`src/rtl/dot_accumulate_pkg.sv`:
```
// Shared types and default widths for the dot-product accumulator slice.
package dot_acc_pkg;

  typedef enum logic [1:0] {
    IDLE,
    ACCUM,
    DRAIN,
    HOLD
  } dot_acc_state_t;

  localparam int DOT_ACC_WIDTH = 40;
  localparam int DOT_CNT_WIDTH = 16;

endpackage

```
`src/rtl/dot_accumulate_if.sv`:
```
// Issue handshake, multiplier product and result handshake of dot_accumulate.
interface dot_accumulate_if #(
  parameter int WIDTH     = 16,
  parameter int ACC_WIDTH = 40,
  parameter int CNT_WIDTH = 16
);

  logic                 in_valid;
  logic                 in_last;
  logic                 in_ready;
  logic [2*WIDTH-1:0]   product;
  logic                 out_valid;
  logic                 out_ready;
  logic [ACC_WIDTH-1:0] out_sum;
  logic [CNT_WIDTH-1:0] out_count;
  logic                 out_overflow;

  modport master (
    output in_valid, in_last, product, out_ready,
    input  in_ready, out_valid, out_sum, out_count, out_overflow
  );

  modport slave (
    input  in_valid, in_last, product, out_ready,
    output in_ready, out_valid, out_sum, out_count, out_overflow
  );

endinterface

```
`src/rtl/dot_accumulate_valid_delay_line.sv`:
```
// Fixed-latency shift register of qualifier bits, cleared by reset so that
// unreset datapath contents are never qualified.
module valid_delay_line #(
  parameter int DEPTH = 5,
  parameter int W     = 2
) (
  input  logic         clk,
  input  logic         rst_n,
  input  logic [W-1:0] d,
  output logic [W-1:0] q
);

  logic [W-1:0] stages [DEPTH];

  always_ff @(posedge clk or negedge rst_n) begin
    if (!rst_n) begin
      for (int unsigned i = 0; i < DEPTH; i++) stages[i] <= '0;
    end else begin
      stages[0] <= d;
      for (int unsigned i = 1; i < DEPTH; i++) stages[i] <= stages[i-1];
    end
  end

  assign q = stages[DEPTH-1];

endmodule

```
`src/rtl/dot_accumulate.sv`:
```
// Sums the products of a variable-length vector leaving a pipelined multiplier
// and presents the total on a valid/ready result interface.
module dot_accumulate
  import dot_acc_pkg::*;
#(
  parameter int WIDTH       = 16,
  parameter int PIPE_STAGES = 5,
  parameter int ACC_WIDTH   = DOT_ACC_WIDTH,
  parameter int CNT_WIDTH   = DOT_CNT_WIDTH
) (
  input logic             clk,
  input logic             rst_n,
  dot_accumulate_if.slave bus
);

  dot_acc_state_t       state;
  logic [ACC_WIDTH-1:0] acc;
  logic [CNT_WIDTH-1:0] count;
  logic [CNT_WIDTH-1:0] count_next;
  logic                 ovf;
  logic [ACC_WIDTH:0]   sum_ext;
  logic [2*WIDTH-1:0]   prod;
  logic [1:0]           tap;
  logic                 tap_valid;
  logic                 tap_last;
  logic                 beat;

  assign prod         = bus.product;
  assign bus.in_ready = (state == IDLE) || (state == ACCUM);
  assign beat         = bus.in_valid && bus.in_ready;
  assign tap_valid    = tap[1];
  assign tap_last     = tap[0];

  valid_delay_line #(
    .DEPTH (PIPE_STAGES),
    .W     (2)
  ) u_delay (
    .clk   (clk),
    .rst_n (rst_n),
    .d     ({beat, beat & bus.in_last}),
    .q     (tap)
  );

  // Extra MSB of sum_ext is the carry out of the ACC_WIDTH add.
  always_comb begin
    sum_ext    = {1'b0, acc} + (ACC_WIDTH+1)'(prod);
    count_next = (&count) ? count : count + CNT_WIDTH'(1);
  end

  always_ff @(posedge clk or negedge rst_n) begin
    if (!rst_n) begin
      state            <= IDLE;
      acc              <= '0;
      count            <= '0;
      ovf              <= 1'b0;
      bus.out_valid    <= 1'b0;
      bus.out_sum      <= '0;
      bus.out_count    <= '0;
      bus.out_overflow <= 1'b0;
    end else begin
      case (state)
        IDLE:    if (beat) state <= bus.in_last ? DRAIN : ACCUM;
        ACCUM:   if (beat && bus.in_last) state <= DRAIN;
        DRAIN:   if (tap_valid && tap_last) state <= HOLD;
        HOLD: begin
          if (bus.out_ready) begin
            state         <= IDLE;
            bus.out_valid <= 1'b0;
          end
        end
        default: state <= IDLE;
      endcase

      if (tap_valid) begin
        if (tap_last) begin
          bus.out_sum      <= sum_ext[ACC_WIDTH-1:0];
          bus.out_count    <= count_next;
          bus.out_overflow <= ovf | sum_ext[ACC_WIDTH];
          bus.out_valid    <= 1'b1;
          acc              <= '0;
          count            <= '0;
          ovf              <= 1'b0;
        end else begin
          acc   <= sum_ext[ACC_WIDTH-1:0];
          count <= count_next;
          ovf   <= ovf | sum_ext[ACC_WIDTH];
        end
      end
    end
  end

endmodule

```
`src/flat_wrapper.sv`:
```
// flat-port wrapper written by rule: the top's interface ports become plain ports
module dot_accumulate_flat import dot_acc_pkg::*;
#(
  parameter int WIDTH       = 16,
  parameter int PIPE_STAGES = 5,
  parameter int ACC_WIDTH   = DOT_ACC_WIDTH,
  parameter int CNT_WIDTH   = DOT_CNT_WIDTH
)
  (clk, rst_n, bus_in_valid, bus_in_last, bus_product, bus_out_ready, bus_in_ready, bus_out_valid, bus_out_sum, bus_out_count, bus_out_overflow);
  dot_accumulate_if #(.WIDTH(WIDTH), .ACC_WIDTH(ACC_WIDTH), .CNT_WIDTH(CNT_WIDTH)) bus_i ();
  input logic clk;
  input logic rst_n;
  input wire logic [$bits(bus_i.in_valid)-1:0] bus_in_valid;
  input wire logic [$bits(bus_i.in_last)-1:0] bus_in_last;
  input wire logic [$bits(bus_i.product)-1:0] bus_product;
  input wire logic [$bits(bus_i.out_ready)-1:0] bus_out_ready;
  output wire logic [$bits(bus_i.in_ready)-1:0] bus_in_ready;
  output wire logic [$bits(bus_i.out_valid)-1:0] bus_out_valid;
  output wire logic [$bits(bus_i.out_sum)-1:0] bus_out_sum;
  output wire logic [$bits(bus_i.out_count)-1:0] bus_out_count;
  output wire logic [$bits(bus_i.out_overflow)-1:0] bus_out_overflow;
  assign bus_i.in_valid = bus_in_valid;
  assign bus_i.in_last = bus_in_last;
  assign bus_i.product = bus_product;
  assign bus_i.out_ready = bus_out_ready;
  assign bus_in_ready = bus_i.in_ready;
  assign bus_out_valid = bus_i.out_valid;
  assign bus_out_sum = bus_i.out_sum;
  assign bus_out_count = bus_i.out_count;
  assign bus_out_overflow = bus_i.out_overflow;
  dot_accumulate #(.WIDTH(WIDTH), .PIPE_STAGES(PIPE_STAGES), .ACC_WIDTH(ACC_WIDTH), .CNT_WIDTH(CNT_WIDTH)) u_core (.clk(clk), .rst_n(rst_n), .bus(bus_i));
endmodule
```
`config.mk`:
```
export PLATFORM = sky130hd
export DESIGN_NAME = dot_accumulate_flat
export DESIGN_NICKNAME = d
export VERILOG_FILES = /design/src/rtl/dot_accumulate_pkg.sv /design/src/rtl/dot_accumulate_if.sv /design/src/rtl/dot_accumulate_valid_delay_line.sv /design/src/rtl/dot_accumulate.sv /design/src/flat_wrapper.sv
export SDC_FILE = /design/constraint.sdc
export NUM_CORES = 1
export LEC_CHECK = 0
export CORE_ASPECT_RATIO = 1.5
export CORE_UTILIZATION = 40
export CTS_CLUSTER_SIZE = 24
export DETAILED_ROUTE_END_ITERATION = 10
export GPL_ROUTABILITY_DRIVEN = 0
export MAX_ROUTING_LAYER = met4
export PLACE_DENSITY = 0.66
export SYNTH_ARGS = -nofsm -noshare
export SYNTH_HDL_FRONTEND = slang
export SYNTH_SLANG_ARGS = --single-unit
```
`constraint.sdc`:
```
create_clock -name clk -period 4.8 [get_ports clk]
set_input_delay 0.48 -clock clk [delete_from_list [all_inputs] [get_ports clk]]
set_output_delay 0.48 -clock clk [all_outputs]
set_load 0.05 [all_outputs]
```
==> run metrics, run 1 <==
Max Clock Skew=0.00758 ns; layout cell share with drive strength beyond 1=6.75%; CP required=5.08 ns; Final setup viols=0; RSZ-0062 raised after global routing=no; Hold Fails Final Rpt=0; crit-path max FO=4; Die W=111 µm; 1st-pass router iterations=6; CP endpoint kind=flip-flop; Syn. warnings=0; Clock Path Buffers=2; clk sinks=127; Final Util=50.7%; Wirelength per Cell=16.3 µm; dpl cells=1,040; Syn Area/Cell=9.31 µm²; Boundary Pins=96; syn_nets=834; Post-synth top flop=dfrtp_1; Post-route DRC=0; status=finished clean; Max transition margin=34.9%; Post-Syn Area=0.00706 mm²; Worst-Skew Late Latency=0.42 ns; Worst-Margin Slew=0.973 ns; initial drt markers=289; Final Non-Filler Cells=1,072; pwr dens=718 mW/mm²; TritonCTS clock tree=built; post-cts resize count=0; LEAKAGE=0.00390 µW; Final Max Tran Viols=0; area share of the largest cell type after synthesis=45.0%; Seq/Total Area, Yosys=45.0%; CTS Buf Count=17; Post-Route WL=17,400 µm; Post-synth EDFFs=0; Hold Path Class=in -> async; Post-DP HPWL=12,300 µm; CTS clk-pin slew, worst paths=0.06 ns; most frequent cells in the layout=dfrtp_1 (127), nand2_1 (105), clkdlybuf4s50_1 (94), o21ai_0 (72), a21oi_1 (58); Hold Buf Count CTS=0; Final Cycle Share=71.0%; area leader, netlist=dfrtp_1; Die ar.=0.0182 mm²; all-layer global routing usage=20.7%; CP startpoint kind=input port; root buffer cell=clkbuf_16; Starting Density=40.7%; site row count=59; largest net degree at the start of global routing=74; Worst EP arrival=3.68 ns; initial antenna violation count=0; Setup TNS=0 ns; Die Height=165 µm; final antenna-violating net count=0; Setup CP Type=in -> reg; Post-Syn Instances=759; leading post-synthesis cells by cell area=dfrtp_1 (45%), ha_1 (6.6%), nand2_1 (5.6%); Unique masters post-synth=68; GR Overflow Total=0; Buffers on Ports=95; first-pass GRT wire length=29,100 µm; DR vias/cell=5.49; #FFs+latches synth=127; Final #Nets=921; Setup Fix Bufs, Post-CTS=0; Fmax achieved=294 MHz; Max VDD drop=0.358 mV; Final min period=3.41 ns; most common cell after layout, fill and taps aside=dfrtp_1; max-cap violation count=0; via count of the first global-routing pass=5,840; Hold WS=0.0206 ns; Vias=5,881; asr flop ratio synth=100%; H-tree depth=4; Core Footprint=0.0173 mm²; antenna cell count=0; area grow syn2layout=24.5%
==> sequential cells by signal (all words and copies together), names as in the netlist <==
| name | flops |
|---|---|
| u_core.acc | 40 |
| u_core.bus.out_count | 16 |
| u_core.bus.out_overflow | 1 |
| u_core.bus.out_sum | 40 |
| u_core.bus.out_valid | 1 |
| u_core.count | 16 |
| u_core.ovf | 1 |
| u_core.state | 2 |
| u_core.u_delay.q | 2 |
| u_core.u_delay.stages | 8 |
==> kinds of logic after synthesis <==
| logic type | Yosys count | share of synthesized area [%] |
|---|---|---|
| xor gates and xnor gates | 42 | 5.21 |
| AOI/OAI and AO/OA | 256 | 23.6 |
| buffers and inverters | 65 | 3.56 |
| DFF | 127 | 45.0 |
| adders and majority gates | 38 | 6.84 |
| and+or+nand+nor | 226 | 15.1 |
| muxes | 5 | 0.726 |
==> area by class of cell <==
| class | count | area [µm²] |
|---|---|---|
| well taps | 213 | 267 |
| repair buffers | 103 | 1010 |
| clock buffers | 19 | 453 |
| inverters | 30 | 113 |
| clock inverters | 13 | 138 |
| multi-input cells | 567 | 3640 |
| flip-flops and latches | 127 | 3180 |
| fillers | 1616 | 8550 |
==> power by group <==
part	switching, µW	internal [µW]	total, µW
clock	501	792	1290
combinational	2070	1200	3270
sequential	283	1470	1750
total	2860	3460	6320
==> layer usage <==
| layer | track usage (%) | vias up | wire, µm | share of wire, % |
|---|---|---|---|---|
| met3 | 4.22 | 34 | 551 | 3.2 |
| met4 | 8.12 | 0 | 416 | 2.4 |
| met5 | - | - | 0 | 0 |
| li1 | - | 2913 | - | - |
| met1 | 23.4 | 2826 | 7430 | 43 |
| met2 | 36.0 | 108 | 9050 | 52 |
==> metrics by stage <==
step	setup WS [ns]	area, µm²	power (µW)
floorplan	1.97	7060	4080
global placement	1.09	8210	5020
detailed placement	1.02	8210	5050
CTS	1.43	8800	6370
global route	1.05	8800	6760
finish	1.39	8800	6320
==> cell usage after synthesis (all sizes together), types with 3 or more instances <==
library cell / count
xor2: 13
a211oi: 6
dfrtp: 127
nor4: 3
a21oi: 60
o21ai: 85
or2: 3
a22o: 3
nand4: 5
and4: 5
o41ai: 4
ha: 37
a21boi: 4
o21a: 6
nand3b: 5
nor3: 7
o31ai: 7
a31oi: 5
nor2b: 5
and2: 6
nand2b: 3
o211ai: 7
or3: 6
nand3: 16
clkbuf: 29
a21o: 11
mux2i: 4
a311oi: 3
o2bb2ai: 27
o21bai: 6
and3: 14
nor2: 36
nand2: 107
inv: 30
xnor2: 29
buf: 6
==> critical path, stage by stage <==
cell             delay, ns
clkdlybuf4s50_1       0.46
ha_1                  0.19
inv_1                 0.06
fa_1                  0.40
nor2b_1               0.19
o31ai_1               0.15
a21oi_1               0.25
a31oi_1               0.21
o41ai_1               0.72
a21boi_0              0.23
xor2_1                0.23
o21ai_0               0.10
==> final timing paths <==
path / start / end / slack (ns) / cells past startpoint
min in group clk: u_core.u_delay.stages[4] / u_core.u_delay.stages[2] / 0.35 / 0
worst max register to register: u_core.acc[0] / u_core.bus.out_sum[24] / 1.55 / 11
worst min-delay path: rst_n / u_core.bus.out_count[5] / 0.02 / 1
worst min register to register: u_core.u_delay.stages[4] / u_core.u_delay.stages[2] / 0.35 / 0
max in group asynchronous: rst_n / u_core.acc[12] / 3.77 / 2
worst max-delay path: bus_product[0] / u_core.bus.out_sum[24] / 1.39 / 12
Power figures use the tool's default switching activity.
==> inputs of run 2 (changes only) <==
--- a/config.mk
+++ b/config.mk
@@ -11,7 +11,7 @@
 export DETAILED_ROUTE_END_ITERATION = 10
 export GPL_ROUTABILITY_DRIVEN = 0
 export MAX_ROUTING_LAYER = met4
-export PLACE_DENSITY = 0.66
+export PLACE_DENSITY = 0.69
 export SYNTH_ARGS = -nofsm -noshare
 export SYNTH_HDL_FRONTEND = slang
 export SYNTH_SLANG_ARGS = --single-unit
==> constraint.sdc (replaced) <==
create_clock -name clk -period 2.9 [get_ports clk]
set_input_delay 0.29 -clock clk [delete_from_list [all_inputs] [get_ports clk]]
set_output_delay 0.29 -clock clk [all_outputs]
set_load 0.05 [all_outputs]
==> run metrics, run 2 (synthesis gave the netlist of run 1 again) <==
status=finished, violations left (was finished clean); failing checks=hold timing; CP cell instances=ha_1 -> buf_4 -> nand2_1 -> nor3_1 -> nand3_1 -> a2111oi_2 -> and3b_4 -> a211oi_4 -> buf_4 -> o21ai_2 -> o32ai_2 (was clkdlybuf4s50_1 -> ha_1 -> inv_1 -> fa_1 -> nor2b_1 -> o31ai_1 -> a21oi_1 -> a31oi_1 -> o41ai_1 -> a21boi_0 -> xor2_1 -> o21ai_0); Hold WS=-0.0464 ns (was 0.0206 ns); Final Cycle Share=94.5%; max-cap violation count=0 (unchanged); Worst-Margin Slew=0.710 ns (was 0.973 ns); Post-DP HPWL=12,800 µm (was 12,300 µm); most frequent cells in the layout=dfrtp_1 (127), nand2_1 (105), clkdlybuf4s50_1 (94), buf_4 (91), o21ai_0 (71) (was dfrtp_1 (127), nand2_1 (105), clkdlybuf4s50_1 (94), o21ai_0 (72), a21oi_1 (58)); Final #Nets=1,004 (was 921); largest registers=u_core.acc (40), u_core.bus.out_sum (40) (unchanged); Setup CP Type=reg -> reg (was in -> reg); Buffers on Ports=95 (unchanged); Final Util=54.8% (was 50.7%); crit-path max FO=7 (was 4); all-layer global routing usage=20.9% (was 20.7%); Core Footprint=0.0173 mm² (unchanged); CP required=3.22 ns (was 5.08 ns); 1st-pass router iterations=4 (was 6); max incr delay on CP=0.40 ns (was 0.72 ns); largest net degree at the start of global routing=128 (was 74); Die W=111 µm (unchanged); LEAKAGE=0.00433 µW (was 0.00390 µW); clk sinks=127 (unchanged); Wirelength per Cell=15.1 µm (was 16.3 µm); CP startpoint kind=flip-flop (was input port); CP max stage cell=a2111oi_2 (was o41ai_1); CTS Buf Count=17 (unchanged); Final Max Tran Viols=0 (unchanged); Post-Route WL=17,400 µm (about the same); Final min period=2.74 ns; pwr dens=1190 mW/mm² (was 718 mW/mm²); Setup TNS=0 ns (unchanged); Post-route DRC=0 (unchanged); Vias=6,089 (was 5,881); CP Buf/Inv Count=2 (unchanged); DR vias/cell=5.28 (was 5.49); most common cell after layout, fill and taps aside=dfrtp_1 (unchanged); Starting Density=40.7% (unchanged); Largest delay share family, worst path=compound AO/OA/AOI/OAI gates (unchanged); Fmax achieved=365 MHz; TritonCTS clock tree=built (unchanged); Hold Path Class=in -> async (unchanged); most used cell, CP=buf_4; CTS clk-pin slew, worst paths=0.06 ns (about the same); site row count=59 (unchanged); Worst-Skew Late Latency=0.42 ns (about the same); CP endpoint kind=flip-flop (unchanged); via count of the first global-routing pass=6,139 (was 5,840); final-layout fill cell count=1,608 (was 1,616); Clock Path Buffers=2 (unchanged); initial antenna violation count=0 (unchanged); Worst EP arrival=3.06 ns (was 3.68 ns); first-pass GRT wire length=29,500 µm (was 29,100 µm); Die ar.=0.0182 mm² (unchanged); layout cell share with drive strength beyond 1=15.5% (was 6.75%); final antenna-violating net count=0 (unchanged); GR Overflow Total=0 (unchanged); Die Height=165 µm (unchanged); Max transition margin=52.7% (was 34.9%); area grow syn2layout=34.6% (was 24.5%); root buffer cell=clkbuf_16 (unchanged); Hold Fails Final Rpt=38 (was 0); Max VDD drop=0.630 mV (was 0.358 mV); antenna cell count=0 (unchanged); Max Clock Skew=0.00834 ns (was 0.00758 ns); H-tree depth=4 (unchanged); Final setup viols=0 (unchanged); initial drt markers=276 (was 289); Boundary Pins=96 (unchanged)
run 2: area by class of cell:
| class | count | area [µm²] | area share, % |
|---|---|---|---|
| clock buffers | 22 | 484 | 5.09 |
| clock inverters | 9 | 133 | 1.39 |
| inverters | 30 | 113 | 1.18 |
| multi-input cells | 567 | 3690 | 38.8 |
| flip-flops and latches | 127 | 3180 | 33.4 |
| well taps | 213 | 267 | 2.80 |
| repair buffers | 186 | 1640 | 17.3 |
run 2: where the power goes:
| group | internal (µW) | switching [µW] |
|---|---|---|
| Sequential | 2430 | 454 |
| Clock | 1440 | 775 |
| Combinational | 2590 | 3640 |
| Total | 6450 | 4870 |
run 2: what timing repair did:
item	in CTS	in global routing
setup endpoints to repair	0	26
endpoints found under the hold margin	0	0
setup buffers	0	1
hold buffers	0	0
gates resized for setup	0	11
run 2: stage by stage:
stage	setup WS, ns	total power [µW]	std cells	cell area [µm²]
after floorplan	0.181	6760	759	7060
after global placement	-0.343	9010	1122	8840
after detailed placement	-0.379	9090	1122	8840
after CTS	0.0235	11400	1153	9450
after global routing	-0.00115	12100	1154	9510
final	0.158	11300	1154	9510
run 2: layer usage:
metal  wire [µm]  global-route usage, %
met1        7410                   23.6
met2        9250                   36.7
met3         426                   3.63
met4         357                   8.61
met5           0                      -
run 2: final timing paths:
check	from	to	slack, ns	cells past startpoint
worst min register to register	u_core.u_delay.stages[4]	u_core.u_delay.stages[2]	0.35	0
worst max register to register	u_core.acc[11]	u_core.acc[37]	0.16	11
worst min-delay path	rst_n	u_core.bus.out_count[6]	-0.05	2
min in group clk	u_core.u_delay.stages[4]	u_core.u_delay.stages[2]	0.35	0
worst max-delay path	u_core.acc[11]	u_core.acc[37]	0.16	11
max in group asynchronous	rst_n	u_core.acc[3]	2.39	2
==> inputs of run 3 (changes only) <==
--- a/config.mk
+++ b/config.mk
@@ -12,6 +12,7 @@
 export GPL_ROUTABILITY_DRIVEN = 0
 export MAX_ROUTING_LAYER = met4
 export PLACE_DENSITY = 0.69
+export SKIP_CTS_REPAIR_TIMING = 1
 export SYNTH_ARGS = -nofsm -noshare
 export SYNTH_HDL_FRONTEND = slang
 export SYNTH_SLANG_ARGS = --single-unit
==> results of run 3 <==
Same layout as run 2: the final DEF is identical, and so are final timing and power.
